[src/rtl/mips_multicycle_ctrl_if.sv]
// -----------------------------------------------------------------------------
// mips_multicycle_ctrl_if
// Bundle between the multicycle MIPS main control FSM and its datapath.
//   master modport : the controller (reads opcode/zero/mem_ready, drives all
//                    select lines, write enables, debug state, retired count
//                    and illegal flag)
//   slave modport  : the datapath side (the mirror image)
// Parameter CNT_WIDTH must match the controller's CNT_WIDTH.
// -----------------------------------------------------------------------------
interface mips_multicycle_ctrl_if #(
   parameter int CNT_WIDTH = 32
);
   // datapath -> controller
   logic [5:0]           opcode;
   logic                 zero;
   logic                 mem_ready;

   // controller -> datapath
   logic                 pc_write;
   logic                 pc_write_cond;
   logic                 i_or_d;
   logic                 mem_read;
   logic                 mem_write;
   logic                 ir_write;
   logic                 mem_to_reg;
   logic                 reg_dst;
   logic                 reg_write;
   logic                 alu_src_a;
   logic [1:0]           alu_src_b;
   logic [1:0]           alu_op;
   logic [1:0]           pc_source;
   logic [3:0]           state_dbg;
   logic [CNT_WIDTH-1:0] retired;
   logic                 illegal;

   modport master (
      input  opcode, zero, mem_ready,
      output pc_write, pc_write_cond, i_or_d, mem_read, mem_write, ir_write,
             mem_to_reg, reg_dst, reg_write, alu_src_a, alu_src_b, alu_op,
             pc_source, state_dbg, retired, illegal
   );

   modport slave (
      output opcode, zero, mem_ready,
      input  pc_write, pc_write_cond, i_or_d, mem_read, mem_write, ir_write,
             mem_to_reg, reg_dst, reg_write, alu_src_a, alu_src_b, alu_op,
             pc_source, state_dbg, retired, illegal
   );
endinterface

[src/rtl/mips_multicycle_ctrl.sv]
// -----------------------------------------------------------------------------
// mips_multicycle_ctrl
// Moore-style main control FSM for the multicycle MIPS datapath.
// Ports:
//   clk  - rising-edge clock
//   rst  - asynchronous active-high reset (state -> RESET, retired -> 0)
//   bus  - mips_multicycle_ctrl_if.master: opcode/zero/mem_ready in; PC, memory,
//          IR, register-file and ALU controls out, plus state_dbg, retired
//          (instruction counter, CNT_WIDTH bits) and illegal.
// Optional feature: define ILLEGAL_OP_TRAP_EN to send unrecognised opcodes to a
// sticky TRAP state that raises illegal. Without it they retire as NOPs and
// illegal is tied low.
// All controls are registered from the next state, except ir_write and the
// FETCH part of pc_write, which follow mem_ready combinationally in FETCH.
// -----------------------------------------------------------------------------
module mips_multicycle_ctrl #(
   parameter int CNT_WIDTH = 32
) (
   input  logic                   clk,
   input  logic                   rst,
   mips_multicycle_ctrl_if.master bus
);

   typedef enum logic [3:0] {
      S_RESET    = 4'd0,
      S_FETCH    = 4'd1,
      S_DECODE   = 4'd2,
      S_MEM_ADDR = 4'd3,
      S_MEM_RD   = 4'd4,
      S_MEM_WB   = 4'd5,
      S_MEM_WR   = 4'd6,
      S_R_EXEC   = 4'd7,
      S_R_WB     = 4'd8,
      S_BRANCH   = 4'd9,
      S_JUMP     = 4'd10,
      S_ADDI_EX  = 4'd11,
      S_ADDI_WB  = 4'd12,
      S_TRAP     = 4'd13
   } state_t;

   typedef struct packed {
      logic       pc_write;
      logic       pc_write_cond;
      logic       i_or_d;
      logic       mem_read;
      logic       mem_write;
      logic       mem_to_reg;
      logic       reg_dst;
      logic       reg_write;
      logic       alu_src_a;
      logic [1:0] alu_src_b;
      logic [1:0] alu_op;
      logic [1:0] pc_source;
   } ctrl_t;

   localparam logic [5:0] OP_RTYPE = 6'b000000;
   localparam logic [5:0] OP_LW    = 6'b100011;
   localparam logic [5:0] OP_SW    = 6'b101011;
   localparam logic [5:0] OP_BEQ   = 6'b000100;
   localparam logic [5:0] OP_J     = 6'b000010;
   localparam logic [5:0] OP_ADDI  = 6'b001000;

   state_t               state_reg;
   state_t               state_next;
   ctrl_t                ctrl_reg;
   logic [CNT_WIDTH-1:0] retired_reg;
   logic                 retire;
   logic                 fetch_ready;
   logic                 unused_zero;

   // Branch resolution is done outside by gating pc_write_cond with zero.
   assign unused_zero = bus.zero;

   function automatic state_t next_state(input state_t s, input logic [5:0] op,
                                         input logic ready);
      state_t n;
      n = S_FETCH;
      case (s)
         S_RESET:    n = S_FETCH;
         S_FETCH:    n = ready ? S_DECODE : S_FETCH;
         S_DECODE: begin
            case (op)
               OP_RTYPE:     n = S_R_EXEC;
               OP_LW, OP_SW: n = S_MEM_ADDR;
               OP_BEQ:       n = S_BRANCH;
               OP_J:         n = S_JUMP;
               OP_ADDI:      n = S_ADDI_EX;
`ifdef ILLEGAL_OP_TRAP_EN
               default:      n = S_TRAP;
`else
               default:      n = S_FETCH;   // executed as a NOP
`endif
            endcase
         end
         S_MEM_ADDR: n = (op == OP_SW) ? S_MEM_WR : S_MEM_RD;
         S_MEM_RD:   n = ready ? S_MEM_WB : S_MEM_RD;
         S_MEM_WB:   n = S_FETCH;
         S_MEM_WR:   n = ready ? S_FETCH : S_MEM_WR;
         S_R_EXEC:   n = S_R_WB;
         S_R_WB:     n = S_FETCH;
         S_BRANCH:   n = S_FETCH;
         S_JUMP:     n = S_FETCH;
         S_ADDI_EX:  n = S_ADDI_WB;
         S_ADDI_WB:  n = S_FETCH;
`ifdef ILLEGAL_OP_TRAP_EN
         S_TRAP:     n = S_TRAP;        // only rst leaves a trap
`else
         S_TRAP:     n = S_FETCH;       // unreachable; behaves like RESET
`endif
         default:    n = S_FETCH;       // 14/15 behave like RESET
      endcase
      return n;
   endfunction

   // Moore control word for a state; anything not set stays 0.
   function automatic ctrl_t ctrl_for(input state_t s);
      ctrl_t c;
      c = '0;
      case (s)
         S_FETCH: begin
            c.mem_read  = 1'b1;
            c.alu_src_b = 2'b01;
         end
         S_DECODE:   c.alu_src_b = 2'b10;
         S_MEM_ADDR: begin
            c.alu_src_a = 1'b1;
            c.alu_src_b = 2'b10;
         end
         S_MEM_RD: begin
            c.mem_read = 1'b1;
            c.i_or_d   = 1'b1;
         end
         S_MEM_WB: begin
            c.reg_write  = 1'b1;
            c.mem_to_reg = 1'b1;
         end
         S_MEM_WR: begin
            c.mem_write = 1'b1;
            c.i_or_d    = 1'b1;
         end
         S_R_EXEC: begin
            c.alu_src_a = 1'b1;
            c.alu_op    = 2'b10;
         end
         S_R_WB: begin
            c.reg_write = 1'b1;
            c.reg_dst   = 1'b1;
         end
         S_BRANCH: begin
            c.alu_src_a     = 1'b1;
            c.alu_op        = 2'b01;
            c.pc_write_cond = 1'b1;
            c.pc_source     = 2'b01;
         end
         S_JUMP: begin
            c.pc_write  = 1'b1;
            c.pc_source = 2'b10;
         end
         S_ADDI_EX: begin
            c.alu_src_a = 1'b1;
            c.alu_src_b = 2'b10;
         end
         S_ADDI_WB:  c.reg_write = 1'b1;
         default:    c = '0;
      endcase
      return c;
   endfunction

   // States whose exit into FETCH completes an instruction. DECODE is listed
   // for the NOP path; with the trap enabled DECODE never returns to FETCH.
   function automatic logic completes(input state_t s);
      case (s)
         S_MEM_WB, S_MEM_WR, S_R_WB, S_BRANCH, S_JUMP, S_ADDI_WB, S_DECODE:
            return 1'b1;
         default:
            return 1'b0;
      endcase
   endfunction

   assign state_next = next_state(state_reg, bus.opcode, bus.mem_ready);
   assign retire     = (state_next == S_FETCH) && completes(state_reg);

`ifdef ILLEGAL_OP_TRAP_EN
   logic illegal_reg;
`endif

   always_ff @(posedge clk or posedge rst) begin
      if (rst) begin
         state_reg   <= S_RESET;
         ctrl_reg    <= '0;
         retired_reg <= '0;
`ifdef ILLEGAL_OP_TRAP_EN
         illegal_reg <= 1'b0;
`endif
      end else begin
         state_reg <= state_next;
         ctrl_reg  <= ctrl_for(state_next);
         if (retire)
            retired_reg <= retired_reg + CNT_WIDTH'(1);
`ifdef ILLEGAL_OP_TRAP_EN
         illegal_reg <= (state_next == S_TRAP);
`endif
      end
   end

   // The only Mealy terms: IR load and PC increment fire when the fetch lands.
   assign fetch_ready = (state_reg == S_FETCH) && bus.mem_ready;

   assign bus.pc_write      = ctrl_reg.pc_write | fetch_ready;
   assign bus.ir_write      = fetch_ready;
   assign bus.pc_write_cond = ctrl_reg.pc_write_cond;
   assign bus.i_or_d        = ctrl_reg.i_or_d;
   assign bus.mem_read      = ctrl_reg.mem_read;
   assign bus.mem_write     = ctrl_reg.mem_write;
   assign bus.mem_to_reg    = ctrl_reg.mem_to_reg;
   assign bus.reg_dst       = ctrl_reg.reg_dst;
   assign bus.reg_write     = ctrl_reg.reg_write;
   assign bus.alu_src_a     = ctrl_reg.alu_src_a;
   assign bus.alu_src_b     = ctrl_reg.alu_src_b;
   assign bus.alu_op        = ctrl_reg.alu_op;
   assign bus.pc_source     = ctrl_reg.pc_source;
   assign bus.state_dbg     = state_reg;
   assign bus.retired       = retired_reg;
`ifdef ILLEGAL_OP_TRAP_EN
   assign bus.illegal       = illegal_reg;
`else
   assign bus.illegal       = 1'b0;
`endif

endmodule

[src/flat_wrapper.sv]
// flat-port wrapper written by rule: the top's interface ports become plain ports
module mips_multicycle_ctrl_flat 
#(
   parameter int CNT_WIDTH = 32
)
  (clk, rst, bus_opcode, bus_zero, bus_mem_ready, bus_pc_write, bus_pc_write_cond, bus_i_or_d, bus_mem_read, bus_mem_write, bus_ir_write, bus_mem_to_reg, bus_reg_dst, bus_reg_write, bus_alu_src_a, bus_alu_src_b, bus_alu_op, bus_pc_source, bus_state_dbg, bus_retired, bus_illegal);
  mips_multicycle_ctrl_if #(.CNT_WIDTH(CNT_WIDTH)) bus_i ();
  input  logic clk;
  input  logic rst;
  input wire logic [$bits(bus_i.opcode)-1:0] bus_opcode;
  input wire logic [$bits(bus_i.zero)-1:0] bus_zero;
  input wire logic [$bits(bus_i.mem_ready)-1:0] bus_mem_ready;
  output wire logic [$bits(bus_i.pc_write)-1:0] bus_pc_write;
  output wire logic [$bits(bus_i.pc_write_cond)-1:0] bus_pc_write_cond;
  output wire logic [$bits(bus_i.i_or_d)-1:0] bus_i_or_d;
  output wire logic [$bits(bus_i.mem_read)-1:0] bus_mem_read;
  output wire logic [$bits(bus_i.mem_write)-1:0] bus_mem_write;
  output wire logic [$bits(bus_i.ir_write)-1:0] bus_ir_write;
  output wire logic [$bits(bus_i.mem_to_reg)-1:0] bus_mem_to_reg;
  output wire logic [$bits(bus_i.reg_dst)-1:0] bus_reg_dst;
  output wire logic [$bits(bus_i.reg_write)-1:0] bus_reg_write;
  output wire logic [$bits(bus_i.alu_src_a)-1:0] bus_alu_src_a;
  output wire logic [$bits(bus_i.alu_src_b)-1:0] bus_alu_src_b;
  output wire logic [$bits(bus_i.alu_op)-1:0] bus_alu_op;
  output wire logic [$bits(bus_i.pc_source)-1:0] bus_pc_source;
  output wire logic [$bits(bus_i.state_dbg)-1:0] bus_state_dbg;
  output wire logic [$bits(bus_i.retired)-1:0] bus_retired;
  output wire logic [$bits(bus_i.illegal)-1:0] bus_illegal;
  assign bus_i.opcode = bus_opcode;
  assign bus_i.zero = bus_zero;
  assign bus_i.mem_ready = bus_mem_ready;
  assign bus_pc_write = bus_i.pc_write;
  assign bus_pc_write_cond = bus_i.pc_write_cond;
  assign bus_i_or_d = bus_i.i_or_d;
  assign bus_mem_read = bus_i.mem_read;
  assign bus_mem_write = bus_i.mem_write;
  assign bus_ir_write = bus_i.ir_write;
  assign bus_mem_to_reg = bus_i.mem_to_reg;
  assign bus_reg_dst = bus_i.reg_dst;
  assign bus_reg_write = bus_i.reg_write;
  assign bus_alu_src_a = bus_i.alu_src_a;
  assign bus_alu_src_b = bus_i.alu_src_b;
  assign bus_alu_op = bus_i.alu_op;
  assign bus_pc_source = bus_i.pc_source;
  assign bus_state_dbg = bus_i.state_dbg;
  assign bus_retired = bus_i.retired;
  assign bus_illegal = bus_i.illegal;
  mips_multicycle_ctrl #(.CNT_WIDTH(CNT_WIDTH)) u_core (.clk(clk), .rst(rst), .bus(bus_i));
endmodule
[config.mk]
export PLATFORM = sky130hd
export DESIGN_NAME = mips_multicycle_ctrl_flat
export DESIGN_NICKNAME = d
export VERILOG_FILES = /design/src/rtl/mips_multicycle_ctrl_if.sv /design/src/rtl/mips_multicycle_ctrl.sv /design/src/flat_wrapper.sv
export SDC_FILE = /design/constraint.sdc
export NUM_CORES = 1
export LEC_CHECK = 0
export BUFFER_PORTS_ARGS = -buffer_cell sky130_fd_sc_hd__buf_2
export CORE_ASPECT_RATIO = 0.6
export CORE_MARGIN = 4
export CORE_UTILIZATION = 30
export DETAILED_ROUTE_END_ITERATION = 10
export GPL_TIMING_DRIVEN = 0
export PLACE_DENSITY = 0.58
export SLEW_MARGIN = 0
export SYNTH_ARGS = -nofsm -noshare
export SYNTH_HDL_FRONTEND = slang
export SYNTH_SLANG_ARGS = --single-unit
[constraint.sdc]
create_clock -name clk -period 2.72 [get_ports clk]
set_clock_uncertainty 0.05 [all_clocks]
set_input_delay 0.544 -clock clk [delete_from_list [all_inputs] [get_ports clk]]
set_output_delay 0.544 -clock clk [all_outputs]
set_load 0.05 [all_outputs]
**Word-level counts from Yosys, hierarchy flattened**

Cells that the tools add are included.

- Bits in read-only memories: 0
- Bits in latches: 0
- Bits in writable memories: 0
- Memories: 0
- Output and inout bits: 53
- Register bits after elaboration: 51

- Add/sub/neg operators: 1
- Shift operators: 0
- Order comparisons: 0
- Divide/modulo/power cells: 0
- Bitwise operators: 1
- Equality and inequality tests: 29
- Reductions and logical operators: 10
- $mul: 0
- Muxes and demuxes: 19

Operators by type and width:

| operator | count |
|---|---|
| 4-bit equality test, second input constant | 10 |
| 32-bit by 1-bit adder with 32-bit output, second input constant | 1 |
| 4-bit by 3-bit equality test with 1-bit output, second input constant | 8 |
| 4-bit case mux with 7 select lines | 1 |
| 4-bit case mux with 5 select lines | 1 |
| 4-bit by 2-bit equality test with 1-bit output, second input constant | 4 |
| 6-bit equality test, second input constant | 2 |
| 2-bit case mux with 2 select lines | 3 |
| 1-bit 2-to-1 mux | 11 |
| 4-bit by 1-bit equality test with 1-bit output, second input constant | 2 |
| 7-bit OR reduction | 1 |
| 6-bit by 2-bit equality test with 1-bit output, second input constant | 1 |
| 6-bit by 3-bit equality test with 1-bit output, second input constant | 1 |
| 6-bit by 4-bit equality test with 1-bit output, second input constant | 1 |
| 6-bit zero test | 1 |
| 2-bit OR reduction | 3 |
| 3-bit OR reduction | 2 |
| 2-bit 2-to-1 mux | 2 |
| 4-bit OR reduction | 1 |
| 3-bit 2-to-1 mux | 1 |
| 1-bit logical AND | 2 |
| 1-bit bitwise OR | 1 |

**Logic depth before layout (Yosys ltp)**

Gate-level depths: netlist of the first run.

- Depth after elaboration: 7
- Mapped depth: 8
- Depth with buffers taken out: 6

**Worst setup path before layout of the first run**

OpenSTA, ideal clock, no wires.

- Path kind: register -> output
- Start point: reg u_core.state_reg[1] (netlist: u_core.bus.state_dbg[1])
- End point: out bus_pc_write
- Required time: 2.126 ns
- Arrival time: 2.349 ns
- Slack: -0.223 ns
- Cell stages (with the launch flop): 6
- Cells stage by stage: dfrtp_1 > buf_2 > nand2b_1 > or2_2 > nor2_1 > or2_2

- Cells in the longest elaborated chain, start to end: 3

RTL lines:

| element | line | text |
|---|---|---|
| start: declaration | mips_multicycle_ctrl.sv:63 | `state_t state_reg;` |
| start signal: assignment | mips_multicycle_ctrl.sv:196 | `state_reg <= state_next;` |
| 4-bit by 1-bit equality test with 1-bit output | mips_multicycle_ctrl.sv:207 | `assign fetch_ready = (state_reg == S_FETCH) && bus.mem_ready;` |
| 1-bit logical AND | mips_multicycle_ctrl.sv:207 |  |
| via bus_ir_write | flat_wrapper.sv:18 | `output wire logic [$bits(bus_i.ir_write)-1:0] bus_ir_write;` |
| 1-bit bitwise OR | mips_multicycle_ctrl.sv:209 | `assign bus.pc_write = ctrl_reg.pc_write \| fetch_ready;` |
| end: declaration | flat_wrapper.sv:13 | `output wire logic [$bits(bus_i.pc_write)-1:0] bus_pc_write;` |

The timed path passes the listed nets, and every way through them passes these cells.

**Worst setup path after layout of the first run**

- Start point: reg u_core.state_reg[1] (netlist: u_core.bus.state_dbg[1])
- End point: out bus_pc_write

- Cells in the longest elaborated chain, start to end: 3

RTL lines:

| element | line |
|---|---|
| 4-bit by 1-bit equality test with 1-bit output | mips_multicycle_ctrl.sv:207 |
| 1-bit logical AND | mips_multicycle_ctrl.sv:207 |
| 1-bit bitwise OR | mips_multicycle_ctrl.sv:209 |

Every way passes these cells.

==> metrics.log, run 1 <==
INFO  metric htree_levels = 2
INFO  metric clkTransAtPathRegs = 0.07 ns
INFO  metric post_synth_edffs = 0
INFO  metric antennaDiodeCount = 0
INFO  metric start_util = 0.313
INFO  metric first_global_vias = about 2,000
INFO  metric track_usage = 0.133
INFO  metric worstReg2RegEnd = u_core.bus.retired[22]
INFO  metric grt_first_pass_wirelength = approximately 11 mm
INFO  metric postSynthNetCount = approximately 250
INFO  metric cellLeakagePower = ~1.6 nW
INFO  metric syn_avg_cell_area = around 10 sq um
INFO  metric hpwlAfterDp = between 4 and 5 mm
INFO  metric floorplan.die_area = just under 10,000 sq um
INFO  metric core.rowCount = 25
INFO  metric power = between 0.002 and 0.003 W
INFO  metric worst_hold_path_type = primary input to async pin
INFO  metric postSynthRegisterBits = 49
INFO  metric cts_hold_buffers = 0
INFO  metric postSynth.topFlopCell = sky130_fd_sc_hd__dfrtp_1
INFO  metric grt_max_degree = 28
INFO  metric port_buffers = 59
INFO  metric layout.cells.most_common = sky130_fd_sc_hd__buf_2
INFO  metric pwr-share-clk = 0.266
INFO  metric cp-end-kind = output pin
INFO  metric vert_die_dim = approximately 79 um
INFO  metric worst-setup-path-type = register to output pin
INFO  metric synth-async-reset-ratio = 1.00
INFO  metric worstSetupEndpoint = bus_pc_write
INFO  metric max-vdd-ir-drop = 510 uV
INFO  metric use_met2 = 0.173
INFO  metric tightest_slew = approximately 0.8 ns
INFO  metric tritoncts = built
INFO  metric slew_hr = 0.457
INFO  metric switching_share = 0.425
INFO  metric grt_antenna_before_repair = 0
INFO  metric detail_route.vias_per_cell = just under 5
INFO  metric die_width = around 130 um
INFO  metric final_cell_count_no_fill = between 400 and 500
INFO  metric ff_latch_area = 1230 sq um
INFO  metric yosysUniqueCellTypes = 42
INFO  metric rsz_0062_raised_after_global_routing = true
INFO  metric grt.busiest_layer = met1
INFO  metric startpoint = u_core.bus.state_dbg[1]
INFO  metric insertion_delay = about 0.29 ns
INFO  metric synth_sequential_area_ratio = 0.490
INFO  metric io_pins = 63
INFO  metric timing.critical_path.arrival = roughly 2.0 ns
INFO  metric clock_sink_count = between 40 and 50
INFO  metric final.fill_count = 815
INFO  metric finalNetCount = between 300 and 400
INFO  metric drt_pre_antenna_iters = 4
INFO  metric combinationalPowerShare = 0.427
INFO  metric net-switching-power = between 0.001 and 0.0015 W
INFO  metric drt_first_iter_violations = 80
INFO  metric status = finished clean
INFO  metric internal_power = 0.00171 W
INFO  metric area_delta_synth_final = 27.6%
INFO  metric required = ~2.1 ns
INFO  metric core-area = approximately 8000 sq um
INFO  metric gr-total-overflow = 0
INFO  metric synthesis.instances = between 200 and 250
INFO  metric max_clock_freq = a little under 400 MHz
INFO  metric max-cap-violations = 0
INFO  metric final_period_minus_worst_setup_slack = approximately 2.5 ns
INFO  metric gp_congestion = a little over 0.8
INFO  metric regToRegSetupSlack = 0.19 ns
INFO  metric yosys_warnings = 0
INFO  metric hold_violations = 0
INFO  metric clock_tree.buffer_depth = 2
INFO  metric worstPathMaxFanout = 10
INFO  metric worstReg2RegStart = u_core.bus.state_dbg[0]
INFO  metric routed_wire_length_per_instance = ~15 um
INFO  metric remaining_drc_errors = 0
INFO  metric drt_wl_total = 6.42 mm
INFO  metric grtUsageMet1 = 0.211
INFO  metric num_vias = 2,026
INFO  metric largest_register_ff_count = 32
INFO  metric multi_input_comb_area = 1190 sq um
INFO  metric detail-route-antenna-nets = 0
INFO  metric power_frac_seq = 0.308
INFO  metric max_slew_vio_count = 0
INFO  metric final_cell_mix = 66 x sky130_fd_sc_hd__buf_2, 49 x sky130_fd_sc_hd__dfrtp_1, 23 x sky130_fd_sc_hd__xnor2_1
INFO  metric syn-cell-area = roughly 2500 sq um
INFO  metric place_inst = around 400
INFO  metric setup-violations-final = 0
INFO  metric layout_worst_path_cycle_share = 0.936
INFO  metric layout-drive-gt1-share = 0.323
INFO  metric inserted_clock_buffers = 5
INFO  metric reg2reg_depth = 8
INFO  metric worst_setup_path_start_kind = register
INFO  metric power-per-cell-area = around 930 nW/um^2
INFO  metric cts_root_buf = sky130_fd_sc_hd__clkbuf_16
INFO  metric gr-usage-met3 = 0.0417
==> Yosys cell counts (3+ instances only) <==
cell type / count / share of area
sky130_fd_sc_hd__dfrtp_1: 49 / 0.49
sky130_fd_sc_hd__xnor2_1: 23 / 0.080
sky130_fd_sc_hd__nand3_1: 19 / 0.038
sky130_fd_sc_hd__nand2_1: 16 / 0.024
sky130_fd_sc_hd__nand4_1: 14 / 0.035
sky130_fd_sc_hd__nor2_1: 13 / 0.020
sky130_fd_sc_hd__xor2_1: 10 / 0.035
sky130_fd_sc_hd__and3_1: 8 / 0.020
sky130_fd_sc_hd__buf_4: 8 / 0.024
sky130_fd_sc_hd__nor3_1: 8 / 0.016
sky130_fd_sc_hd__buf_2: 7 / 0.014
sky130_fd_sc_hd__inv_1: 5 / 0.0075
sky130_fd_sc_hd__nand2b_1: 5 / 0.013
sky130_fd_sc_hd__nor4_1: 5 / 0.013
sky130_fd_sc_hd__or3_1: 5 / 0.013
sky130_fd_sc_hd__and2_1: 4 / 0.010
sky130_fd_sc_hd__a21oi_1: 3 / 0.0060
sky130_fd_sc_hd__nor2b_1: 3 / 0.0075
sky130_fd_sc_hd__nor3_2: 3 / 0.012
sky130_fd_sc_hd__o21ai_0: 3 / 0.0060
sky130_fd_sc_hd__or2_1: 3 / 0.0075
sky130_fd_sc_hd__or2_2: 3 / 0.0075
==> critical path, cell delays in order, from the launching register on <==
cell                       delay (ns)
sky130_fd_sc_hd__dfrtp_1         0.44
sky130_fd_sc_hd__buf_2           0.21
sky130_fd_sc_hd__nand2b_1        0.17
sky130_fd_sc_hd__or2_2           0.30
sky130_fd_sc_hd__nor2_2          0.17
sky130_fd_sc_hd__or2_2           0.13
sky130_fd_sc_hd__buf_2           0.25
==> routing by layer <==
metal	wire length, um	vias to the layer above
li1	-	997
met5	0	-
met3	464	5
met4	40	0
met1	3450	965
met2	2470	59
==> kinds of logic after synthesis <==
family / synth area share
muxes: 0.00900
and+or+nand+nor: 0.255
adders and majority gates: 0.00500
other: 0.00150
xor gates and xnor gates: 0.115
buffers and inverters: 0.0455
AOI/OAI and AO/OA: 0.0785
DFF: 0.490
==> cell type report <==
type,count,share of cell area
flip-flops and latches,49,0.384
multi-input cells,173,0.373
repair buffers,63,0.106
well taps,108,0.0423
clock buffers,5,0.0392
plain buffers,15,0.0298
clock inverters,3,0.0204
inverters,5,0.00588
==> worst min path at each step <==
| stage | cells after the start | endpoint | slack (ns) | startpoint |
|---|---|---|---|---|
| finish | 2 | u_core.bus.retired[13] | 0.24 | rst |
| global placement | 1 | u_core.bus.retired[31] | 0.40 | u_core.bus.retired[31] |
| floorplan | 2 | u_core.bus.mem_to_reg | 0.63 | bus_mem_ready |
| global route | 2 | u_core.bus.retired[13] | 0.28 | rst |
| detailed placement | 1 | u_core.bus.retired[31] | 0.40 | u_core.bus.retired[31] |
| CTS | 2 | u_core.bus.retired[13] | 0.25 | rst |
==> per-stage QoR <==
step | util | hold WS (ns) | TNS (ns) | setup WS (ns) | instance area, sq um
2_1_floorplan | - | 0.635 | 0 | 0.0340 | 2500
3_3_place_gp | 0.367 | 0.405 | -0.00227 | -0.00201 | 2940
3_5_place_dp | 0.369 | 0.403 | -0.414 | -0.0642 | 2960
4_1_cts | 0.393 | 0.250 | 0 | 0.0506 | 3150
5_1_grt | 0.399 | 0.277 | -0.111 | -0.0739 | 3190
6_report | 0.399 | 0.235 | 0 | 0.174 | 3190
==> power groups by stage <==
stage                     Combinational (W)  Clock (W)  Sequential, W
after floorplan                    0.000670          0        0.00120
after global routing                0.00137   0.000851       0.000933
after detailed placement            0.00125          0       0.000931
after CTS                           0.00126   0.000814       0.000918
final                               0.00127   0.000792       0.000917
after global placement              0.00124          0       0.000927
==> what timing repair did <==
item / in CTS / in global routing
pin swaps: 0 / 2
endpoints found under the setup margin: 8 / 21
buffers inserted: 0 / 3
resized for setup: 1 / 3
gates cloned: 0 / 0
hold endpoints to repair: 0 / 0
(Power assumes the default switching activity.)
==> inputs of run 2 (changes only) <==
--- a/config.mk
+++ b/config.mk
@@ -6,12 +6,14 @@
 export NUM_CORES = 1
 export LEC_CHECK = 0
 export BUFFER_PORTS_ARGS = -buffer_cell sky130_fd_sc_hd__buf_2
+export CELL_PAD_IN_SITES_DETAIL_PLACEMENT = 0
+export CELL_PAD_IN_SITES_GLOBAL_PLACEMENT = 1
 export CORE_ASPECT_RATIO = 0.6
 export CORE_MARGIN = 4
 export CORE_UTILIZATION = 30
 export DETAILED_ROUTE_END_ITERATION = 10
 export GPL_TIMING_DRIVEN = 0
-export PLACE_DENSITY = 0.58
+export PLACE_DENSITY = 0.7
 export SLEW_MARGIN = 0
 export SYNTH_ARGS = -nofsm -noshare
 export SYNTH_HDL_FRONTEND = slang
==> run 2 against run 1 <==
Compared with the run above:
- first-iteration DRC count grew 48%
- die area is the same
- routed wire length shrank 3.9%
- critical path depth grew 1
- power shrank 5.7%
- flip-flop and latch count is the same
- sequential share of layout area grew 0.85 points
- clock power shrank 18%
- critical path type is now register to register
- largest cell class unchanged
==> metrics.log, run 2 (same netlist as run 1, synthesis figures left out) <==
INFO  metric status = finished clean
INFO  metric power-per-cell-area = 900 nW/um^2 (-3.6%)
INFO  metric worstReg2RegEnd = u_core.bus.retired[8]
INFO  metric worst_hold_slack = 0.136 ns (-0.0988 ns)
INFO  metric finalCoreUtilization = 0.390 (-0.00859)
INFO  metric drt_first_iter_violations = 118 (+48%)
INFO  metric combinationalPowerShare = 0.445 (+0.018)
INFO  metric start_util = 0.313 (unchanged)
INFO  metric pwr-share-clk = 0.231 (-0.035)
INFO  metric internal_power = 0.00157 W (-8.6%)
INFO  metric drt_wl_total = 6.17 mm (-3.9%)
INFO  metric clock_sink_count = 49 (unchanged)
INFO  metric clock_tree.buffer_depth = 2 (unchanged)
INFO  metric vert_die_dim = 78.7 um (unchanged)
INFO  metric net-switching-power = 0.00124 W (-1.8%)
INFO  metric cp-end-kind = register
INFO  metric insertion_delay = 0.28 ns (about the same)
INFO  metric largest_register_ff_count = 32 (unchanged)
INFO  metric track_usage = 0.130 (-0.00304)
INFO  metric gp_congestion = 0.842 (+3.7%)
INFO  metric gr-total-overflow = 0 (unchanged)
INFO  metric pre_cts_ws = -0.0309 ns (+0.0333 ns)
INFO  metric die_width = 126 um (unchanged)
INFO  metric inserted_clock_buffers = 5 (unchanged)
INFO  metric grt_antenna_before_repair = 0 (unchanged)
INFO  metric critPathSlowestCell = sky130_fd_sc_hd__o41ai_4
INFO  metric hpwlAfterDp = 4.65 mm (-2.9%)
INFO  metric critical_path.most_common_cell = sky130_fd_sc_hd__or2_1
INFO  metric first_global_vias = 1,930 (-1.7%)
INFO  metric cts_root_buf = sky130_fd_sc_hd__clkbuf_16
INFO  metric finalNetCount = 320 (-0.93%)
INFO  metric max-vdd-ir-drop = 513 uV (+0.61%)
INFO  metric worstReg2RegStart = u_core.bus.state_dbg[3]
INFO  metric grt_max_degree = 40 (+43%)
INFO  metric routed_wire_length_per_instance = 14.8 um (-3.2%)
INFO  metric worstPathMaxFanout = 10 (unchanged)
INFO  metric detailed_place.area = 2960 sq um (unchanged)
INFO  metric crit_chain = or2_1 > or3_1 > o41ai_4 > or2_1 > buf_4 > nor4_1 > xor2_1
INFO  metric slew_hr = 0.479 (+0.0214)
INFO  metric final.setup.worst_slack = 0.113 ns (-0.0612 ns)
INFO  metric num_vias = 2,006 (-0.99%)
INFO  metric antennaDiodeCount = 0 (unchanged)
INFO  metric max-cap-violations = 0 (unchanged)
INFO  metric rsz_0062_raised_after_global_routing = true
INFO  metric power_frac_seq = 0.325 (+0.017)
INFO  metric cellLeakagePower = 1.60 nW (-2.1%)
INFO  metric detail-route-antenna-nets = 0 (unchanged)
INFO  metric regToRegSetupSlack = 0.11 ns (-0.08 ns)
INFO  metric worst-setup-path-type = register to register
INFO  metric layout.cells.most_common = sky130_fd_sc_hd__buf_2
INFO  metric io_pins = 63 (unchanged)
INFO  metric core-area = 8010 sq um (unchanged)
INFO  metric layout-drive-gt1-share = 0.313 (-0.00978)
INFO  metric cts_setup_buffers = 0 (unchanged)
INFO  metric grt_first_pass_wirelength = 10.3 mm (-2.9%)
INFO  metric final_cell_mix = 66 x sky130_fd_sc_hd__buf_2, 49 x sky130_fd_sc_hd__dfrtp_1, 23 x sky130_fd_sc_hd__xnor2_1
INFO  metric max_slew_vio_count = 0 (unchanged)
INFO  metric worst_hold_path_type = primary input to async pin
INFO  metric hold_violations = 0 (unchanged)
INFO  metric required = 2.83 ns (+0.70 ns)
INFO  metric cpPeakStageDelay = 0.72 ns (+0.28 ns)
INFO  metric area_delta_synth_final = 24.9%
INFO  metric detail_route.vias_per_cell = 4.80 (-0.28%)
INFO  metric layout_worst_path_cycle_share = 0.959 (+0.0225)
INFO  metric reg2reg_depth = 7 (-1)
INFO  metric max_clock_freq = 384 MHz (-2.3%)
INFO  metric stdcell_area = 3120 sq um (-2.2%)
INFO  metric clkTransAtPathRegs = 0.07 ns (about the same)
INFO  metric timing.critical_path.arrival = 2.71 ns (+0.76 ns)
INFO  metric remaining_drc_errors = 0 (unchanged)
INFO  metric tritoncts = built
INFO  metric core.rowCount = 25 (unchanged)
INFO  metric switching_share = 0.442 (+0.0176)
INFO  metric tightest_slew = 0.779 ns (-0.0320 ns)
INFO  metric port_buffers = 59 (unchanged)
INFO  metric setup-violations-final = 0 (unchanged)
INFO  metric floorplan.die_area = 9910 sq um (unchanged)
INFO  metric drt_pre_antenna_iters = 4 (unchanged)
INFO  metric worst_setup_path_start_kind = register
INFO  metric htree_levels = 2 (unchanged)
INFO  metric final_period_minus_worst_setup_slack = 2.61 ns (+0.0612 ns)
INFO  metric power = 0.00281 W (-5.7%)
run 2: worst max path at each step:
stage | start | endpoint | depth (start not counted)
detailed placement | bus_opcode[1] | u_core.bus.retired[8] | 8
CTS | u_core.bus.state_dbg[0] | u_core.bus.retired[19] | 7
floorplan | u_core.bus.state_dbg[1] | bus_pc_write | 5
global placement | bus_opcode[1] | u_core.bus.retired[22] | 8
global route | u_core.bus.state_dbg[3] | u_core.bus.retired[14] | 7
finish | u_core.bus.state_dbg[3] | u_core.bus.retired[8] | 7
run 2: final cells by class:
class	instances	area (sq um)
clock inverters	1	5.00
fillers	855	4880
multi-input cells	173	1180
flip-flops and latches	49	1230
inverters	5	18.8
plain buffers	15	95.1
well taps	108	135
repair buffers	60	315
clock buffers	7	153
run 2: power by group through the flow:
stage | clock network (W) | logic [W] | registers, W
5_1_grt | 0.000704 | 0.00135 | 0.000929
6_report | 0.000648 | 0.00125 | 0.000913
3_5_place_dp | 0 | 0.00126 | 0.000925
2_1_floorplan | 0 | 0.000670 | 0.00120
4_1_cts | 0.000670 | 0.00126 | 0.000913
3_3_place_gp | 0 | 0.00124 | 0.000925
run 2: per-layer routing:
metal,GRT usage,part of all wire
met5,0,0
met4,0.0321,0.0076
met3,0.0430,0.068
met2,0.169,0.38
met1,0.202,0.55
run 2: timing repair:
action                                  in CTS  in global routing
gates resized for setup                      0                  2
hold buffers                                 0                  0
hold endpoints to repair                     0                  0
endpoints found under the setup margin       0                 26
run 2: stage by stage:
stage          cells  TNS, ns
2_1_floorplan    242        0
3_3_place_gp     409   -0.120
3_5_place_dp     410   -0.123
4_1_cts          418        0
5_1_grt          418   -0.482
6_report         418        0
run 2: critical path, delay by kind of cell (launching register included):
kind / cells / cell delay (ns)
buffers and inverters: 1 / 0.15
AOI/OAI and AO/OA: 1 / 0.72
DFF: 1 / 0.48
and+or+nand+nor: 4 / 0.91
xor gates and xnor gates: 1 / 0.17
